## config.mk

```make
export PLATFORM = sky130hd
export DESIGN_NAME = bcd_mod_counter
export DESIGN_NICKNAME = d
export VERILOG_FILES = /design/src/rtl/bcd_mod_counter.sv
export SDC_FILE = /design/constraint.sdc
export NUM_CORES = 1
export LEC_CHECK = 0
export ABC_AREA = 0
export CAP_MARGIN = 20
export CORE_MARGIN = 8
export CORE_UTILIZATION = 50
export CTS_CLUSTER_DIAMETER = 80
export DETAILED_ROUTE_END_ITERATION = 12
export HOLD_SLACK_MARGIN = 0.15
export MAX_ROUTING_LAYER = met4
export PLACE_DENSITY = 0.87
export RECOVER_POWER = 50
export SLEW_MARGIN = 20
export SYNTH_ARGS = -nofsm -noshare
export SYNTH_HDL_FRONTEND = slang
export SYNTH_SLANG_ARGS = --single-unit
```

## constraint.sdc

```tcl
create_clock -name clk -period 2.3 [get_ports clk]
set_input_delay 0.23 -clock clk [delete_from_list [all_inputs] [get_ports clk]]
set_output_delay 0.23 -clock clk [all_outputs]
set_load 0.05 [all_outputs]
```

## src/rtl/bcd_mod_counter.sv

```systemverilog
// Two-digit BCD modulo counter with up/down stepping, validated parallel load and
// a zero-latency carry strobe for chaining into the next stage's enable.
module bcd_mod_counter #(
    parameter int MODULUS = 60,
    parameter int HW      = 3
) (
    input  logic          clk,
    input  logic          rst,
    input  logic          clr_i,
    input  logic          en_i,
    input  logic          inc_i,
    input  logic          dn_i,
    input  logic          ld_i,
    input  logic [HW-1:0] dh_i,
    input  logic [3:0]    dl_i,
    output logic [HW-1:0] qh_o,
    output logic [3:0]    ql_o,
    output logic          ca_o,
    output logic          lderr_o
);

    localparam logic [HW-1:0] MAX_H = HW'((MODULUS - 1) / 10);
    localparam logic [3:0]    MAX_L = 4'((MODULUS - 1) % 10);

    logic [HW-1:0] qh_q, qh_d;
    logic [3:0]    ql_q, ql_d;
    logic          lderr_q, lderr_d;
    logic          step;
    logic          at_max;
    logic          at_zero;
    logic          ld_legal;

    assign step    = en_i | inc_i;
    // Wrap is decided on the full two-digit value so non-decade moduli (e.g. 24) work.
    assign at_max  = (qh_q == MAX_H) && (ql_q == MAX_L);
    assign at_zero = (qh_q == '0) && (ql_q == 4'd0);
    assign ld_legal = (dl_i <= 4'd9) && ((int'(dh_i) * 10 + int'(dl_i)) < MODULUS);

    always_comb begin
        // NOTE: every comb output gets a default first so no path can infer a latch.
        qh_d    = qh_q;
        ql_d    = ql_q;
        lderr_d = 1'b0;
        if (clr_i) begin
            qh_d = '0;
            ql_d = 4'd0;
        end else if (ld_i) begin
            if (ld_legal) begin
                qh_d = dh_i;
                ql_d = dl_i;
            end else begin
                lderr_d = 1'b1;
            end
        end else if (step) begin
            if (!dn_i) begin
                if (at_max) begin
                    qh_d = '0;
                    ql_d = 4'd0;
                end else if (ql_q == 4'd9) begin
                    qh_d = qh_q + HW'(1);
                    ql_d = 4'd0;
                end else begin
                    ql_d = ql_q + 4'd1;
                end
            end else begin
                if (at_zero) begin
                    qh_d = MAX_H;
                    ql_d = MAX_L;
                end else if (ql_q == 4'd0) begin
                    qh_d = qh_q - HW'(1);
                    ql_d = 4'd9;
                end else begin
                    ql_d = ql_q - 4'd1;
                end
            end
        end
    end

    // NOTE: state registers use non-blocking assignments so all flops update together.
    always_ff @(posedge clk or posedge rst) begin
        if (rst) begin
            qh_q    <= '0;
            ql_q    <= 4'd0;
            lderr_q <= 1'b0;
        end else begin
            qh_q    <= qh_d;
            ql_q    <= ql_d;
            lderr_q <= lderr_d;
        end
    end

    assign ca_o    = step & ~clr_i & ~ld_i & ((~dn_i & at_max) | (dn_i & at_zero));
    assign qh_o    = qh_q;
    assign ql_o    = ql_q;
    assign lderr_o = lderr_q;

endmodule

```

==> report_table.html <==
<table>
<tr><th>Metric</th><th>Value</th></tr>
<tr><th colspan="2">Die</th></tr>
<tr><td>Placement row count</td><td>16</td></tr>
<tr><td>Count of pins on the block boundary</td><td>23</td></tr>
<tr><td>Starting density of the core</td><td>0.527</td></tr>
<tr><td>Width of the die</td><td>approximately 61 µm</td></tr>
<tr><td>Die Span Y</td><td>around 61 µm</td></tr>
<tr><td>Die area</td><td>3780 µm²</td></tr>
<tr><td>Area of the core</td><td>roughly 2000 µm²</td></tr>
<tr><th colspan="2">Drt</th></tr>
<tr><td>Total detailed-routing wirelength</td><td>just under 3000 µm</td></tr>
<tr><td>DRT iter0 DRCs</td><td>49</td></tr>
<tr><td>Routed via count</td><td>roughly 1000</td></tr>
<tr><td>Post-detailed-route count of antenna-violating nets</td><td>0</td></tr>
<tr><td>Detail-routed net length per standard cell</td><td>16.8 µm</td></tr>
<tr><td>Total DRC errors in the routed layout</td><td>0</td></tr>
<tr><td>DR vias/cell</td><td>roughly 5.9</td></tr>
<tr><td>Detailed-routing iteration count for the pre-antenna-repair pass</td><td>4</td></tr>
<tr><th colspan="2">STA</th></tr>
<tr><td>Worst Skew</td><td>7.15 ps</td></tr>
<tr><td>Final setup violation count</td><td>0</td></tr>
<tr><td>Slew at the pin closest to its max-slew limit</td><td>513 ps</td></tr>
<tr><td>Final Hold Vio Count</td><td>0</td></tr>
<tr><td>Unrepaired setup endpoints after global routing</td><td>false</td></tr>
<tr><td>Portion of the clock cycle consumed by the worst path in the final layout</td><td>0.943</td></tr>
<tr><td>Setup tns final</td><td>0 ps</td></tr>
<tr><td>Maximum frequency from static timing analysis</td><td>461 MHz</td></tr>
<tr><td>Post-route worst hold slack</td><td>347 ps</td></tr>
<tr><td>Worst relative slew slack</td><td>0.657</td></tr>
<tr><td>Post-route minimum period</td><td>~2200 ps</td></tr>
<tr><td>Worst setup margin</td><td>132 ps</td></tr>
<tr><td>Slew Limit Fails</td><td>0</td></tr>
<tr><th colspan="2">Placement</th></tr>
<tr><td>Number of buffers added on ports</td><td>22</td></tr>
<tr><td>Detail Placement HPWL</td><td>2360 µm</td></tr>
<tr><td>Worst-case setup slack after placement</td><td>-366 ps</td></tr>
<tr><td>Cell total after placement</td><td>168</td></tr>
<tr><td>Total cell area at the placement stage</td><td>about 1400 µm²</td></tr>
<tr><td>RD Place Congestion</td><td>0.938</td></tr>
<tr><th colspan="2">Clock tree</th></tr>
<tr><td>Clock transition time at the flip-flop clock pins of the worst setup and hold paths</td><td>60 ps</td></tr>
<tr><td>Clock tree from TritonCTS</td><td>done</td></tr>
<tr><td>Post-CTS Setup Bufs</td><td>0</td></tr>
<tr><td>Number of clock sinks seen by CTS</td><td>8</td></tr>
<tr><td>Maximum clock path buffer count</td><td>2</td></tr>
<tr><td>Skew-Pair Late Insertion Delay</td><td>260 ps</td></tr>
<tr><td>Number of hold-repair buffers added at the cts stage</td><td>0</td></tr>
<tr><td>H-tree Lvls</td><td>1</td></tr>
<tr><td>Clk Tree Root Cell</td><td>sky130_fd_sc_hd__clkbuf_4</td></tr>
<tr><td>Number of clock buffers inserted by TritonCTS</td><td>3</td></tr>
<tr><th colspan="2">Pwr</th></tr>
<tr><td>Total power</td><td>0.659 mW</td></tr>
<tr><td>Ratio of total power to cell area</td><td>about 460 nW/µm²</td></tr>
<tr><td>Leakage</td><td>0.604 nW</td></tr>
<tr><td>Max VDD drop</td><td>~0.00044 V</td></tr>
<tr><th colspan="2">Worst setup path</th></tr>
<tr><td>Critical path endpoint category</td><td>register</td></tr>
<tr><td>Arrival time at the worst endpoint</td><td>~2300 ps</td></tr>
<tr><td>Max Fanout on Critical Path</td><td>7</td></tr>
<tr><td>Startpoint class of the critical path</td><td>primary input</td></tr>
<tr><td>Crit Path Category</td><td>in2reg</td></tr>
<tr><td>Required time of the critical path</td><td>between 2000 and 2500 ps</td></tr>
<tr><th colspan="2">Layout</th></tr>
<tr><td>Area growth, synth to finish</td><td>39.7%</td></tr>
<tr><td>Fillcell total</td><td>147</td></tr>
<tr><td>Count of placed standard cells in the final layout, fillers left out</td><td>172</td></tr>
<tr><td>Core Util, Final</td><td>0.736</td></tr>
<tr><td>Final std cell area, no fill</td><td>1440 µm²</td></tr>
<tr><td>Antenna diode count</td><td>0</td></tr>
<tr><td>Net count of the finished layout</td><td>around 170</td></tr>
<tr><td>Fraction of final layout cells sized beyond drive strength 1</td><td>0.269</td></tr>
<tr><th colspan="2">Synth</th></tr>
<tr><td>Post-synth EDFFs</td><td>0</td></tr>
<tr><td>Asr flop ratio synth</td><td>1.00</td></tr>
<tr><td>Flops &amp; latches, synth</td><td>8</td></tr>
<tr><td>Ys flop type</td><td>sky130_fd_sc_hd__dfrtp_1</td></tr>
<tr><td>Mean post-synth cell area</td><td>9.31 µm²</td></tr>
<tr><td>Syn. warnings</td><td>0</td></tr>
<tr><td>Synth Cell Area</td><td>1030 µm²</td></tr>
<tr><td>Number of nets produced by synthesis</td><td>roughly 140</td></tr>
<tr><td>Unique cell type count in the Yosys netlist</td><td>between 40 and 50</td></tr>
<tr><td>Cell count after synthesis</td><td>111</td></tr>
<tr><td>Sequential share of the synthesized area</td><td>0.194</td></tr>
<tr><th colspan="2">Global routing</th></tr>
<tr><td>Total congestion overflow</td><td>0</td></tr>
<tr><td>Total global routing track utilization</td><td>0.174</td></tr>
<tr><td>Vias in the first global route</td><td>about 1000</td></tr>
<tr><td>Largest net degree at the start of global routing</td><td>13</td></tr>
<tr><td>First-pass GRT wire length</td><td>around 4900 µm</td></tr>
<tr><td>Initial antenna violation count</td><td>0</td></tr>
<tr><th colspan="2">Min path</th></tr>
<tr><td>Type of the worst min-delay path</td><td>in2async</td></tr>
<tr><th colspan="2">Run status</th></tr>
<tr><td>Run status</td><td>complete, no violations</td></tr>
<tr><th colspan="2">Flow run</th></tr>
<tr><td>Number of max-capacitance violations reported</td><td>0</td></tr>
</table>
[power breakdown]
part           total [mW]  internal (mW)  switching, mW
logic               0.359          0.165          0.195
clock network       0.122         0.0668         0.0553
registers           0.177          0.155         0.0225
total               0.659          0.386          0.273
[cells by family (layout without fill, tap and decap cells)]
group / count (synthesis) / in the layout / synth area share
xor gates and xnor gates: 4 / 4 / 0.0339
adders and majority gates: 14 / 14 / 0.177
DFF: 8 / 8 / 0.194
AOI/OAI and AO/OA: 26 / 26 / 0.213
and+or+nand+nor: 38 / 38 / 0.234
buffers and inverters: 15 / 49 / 0.0642
muxes: 6 / 6 / 0.0847
[state kept, by name (all words and copies together), names as in the netlist]
name,cells
ql_o,4
lderr_o,1
qh_o,3
[cells in the mapped netlist, types with 2 or more instances]
master | count | area (µm²)
sky130_fd_sc_hd__a21oi_1 | 3 | 15.0
sky130_fd_sc_hd__a311oi_1 | 2 | 17.5
sky130_fd_sc_hd__a31oi_1 | 2 | 12.5
sky130_fd_sc_hd__and2_1 | 2 | 12.5
sky130_fd_sc_hd__dfrtp_1 | 8 | 200
sky130_fd_sc_hd__ha_1 | 13 | 163
sky130_fd_sc_hd__inv_1 | 12 | 45.0
sky130_fd_sc_hd__mux2_4 | 3 | 45.0
sky130_fd_sc_hd__mux2i_1 | 2 | 20.0
sky130_fd_sc_hd__nand2_1 | 8 | 30.0
sky130_fd_sc_hd__nand2b_1 | 2 | 12.5
sky130_fd_sc_hd__nand4_1 | 2 | 12.5
sky130_fd_sc_hd__nor2_1 | 11 | 41.3
sky130_fd_sc_hd__nor2b_1 | 2 | 12.5
sky130_fd_sc_hd__nor3b_2 | 2 | 25.0
sky130_fd_sc_hd__nor4_1 | 2 | 12.5
sky130_fd_sc_hd__o21ai_0 | 3 | 15.0
sky130_fd_sc_hd__o32ai_1 | 3 | 26.3
sky130_fd_sc_hd__xnor2_1 | 3 | 26.3
[critical path, cell delays in order]
cell and delay [ps]:
sky130_fd_sc_hd__clkdlybuf4s50_1 500, sky130_fd_sc_hd__fa_2 440, sky130_fd_sc_hd__xor2_1 140, sky130_fd_sc_hd__and2_1 160
sky130_fd_sc_hd__o2111ai_2 170, sky130_fd_sc_hd__a21oi_4 340, sky130_fd_sc_hd__mux2_4 340
[placed cells by master (no fill, tap or decap), types with 3 or more instances in the layout]
| cell | n |
|---|---|
| sky130_fd_sc_hd__mux2_4 | 3 |
| sky130_fd_sc_hd__dfrtp_1 | 6 |
| sky130_fd_sc_hd__buf_4 | 11 |
| sky130_fd_sc_hd__xnor2_1 | 3 |
| sky130_fd_sc_hd__inv_1 | 10 |
| sky130_fd_sc_hd__clkdlybuf4s50_1 | 14 |
| sky130_fd_sc_hd__ha_1 | 11 |
| sky130_fd_sc_hd__nand2_1 | 8 |
| sky130_fd_sc_hd__clkbuf_4 | 3 |
| sky130_fd_sc_hd__nor2_1 | 10 |
| sky130_fd_sc_hd__dlygate4sd3_1 | 5 |
| sky130_fd_sc_hd__o21ai_0 | 3 |
| sky130_fd_sc_hd__a21oi_1 | 3 |
[routing by layer]
layer  part of all wire  vias up  GRT usage
met4              0.012        0     0.0584
met1               0.45      493      0.215
met3              0.057        4     0.0334
met5                  0        -          -
li1                   -      481          -
met2               0.48       44      0.278
[area by class of cell]
class                      count  area (µm²)  area share
multi-input combinational     88         826       0.572
timing repair buffer          33         310       0.215
sequential                     8         203       0.140
inverter                      12        45.0      0.0312
tap                           27        33.8      0.0234
clock buffer                   4        26.3      0.0182
[worst paths after layout]
check                              from       to  slack [ps]  cells after the start
worst max-delay path            dh_i[1]  ql_o[3]         130                      7
worst max register to register  ql_o[1]  ql_o[3]         290                      8
worst min-delay path                rst  ql_o[2]         350                      2
max in group asynchronous           rst  ql_o[1]        1700                      2
worst min register to register  qh_o[1]  qh_o[1]         670                      2
min in group clk                qh_o[1]  qh_o[1]         670                      2
[timing repair]
| item | CTS | global route |
|---|---|---|
| endpoints found under the setup margin | 7 | 6 |
| pin swaps | 5 | 3 |
| resized for setup | 8 | 1 |
(Power assumes the default switching activity.)
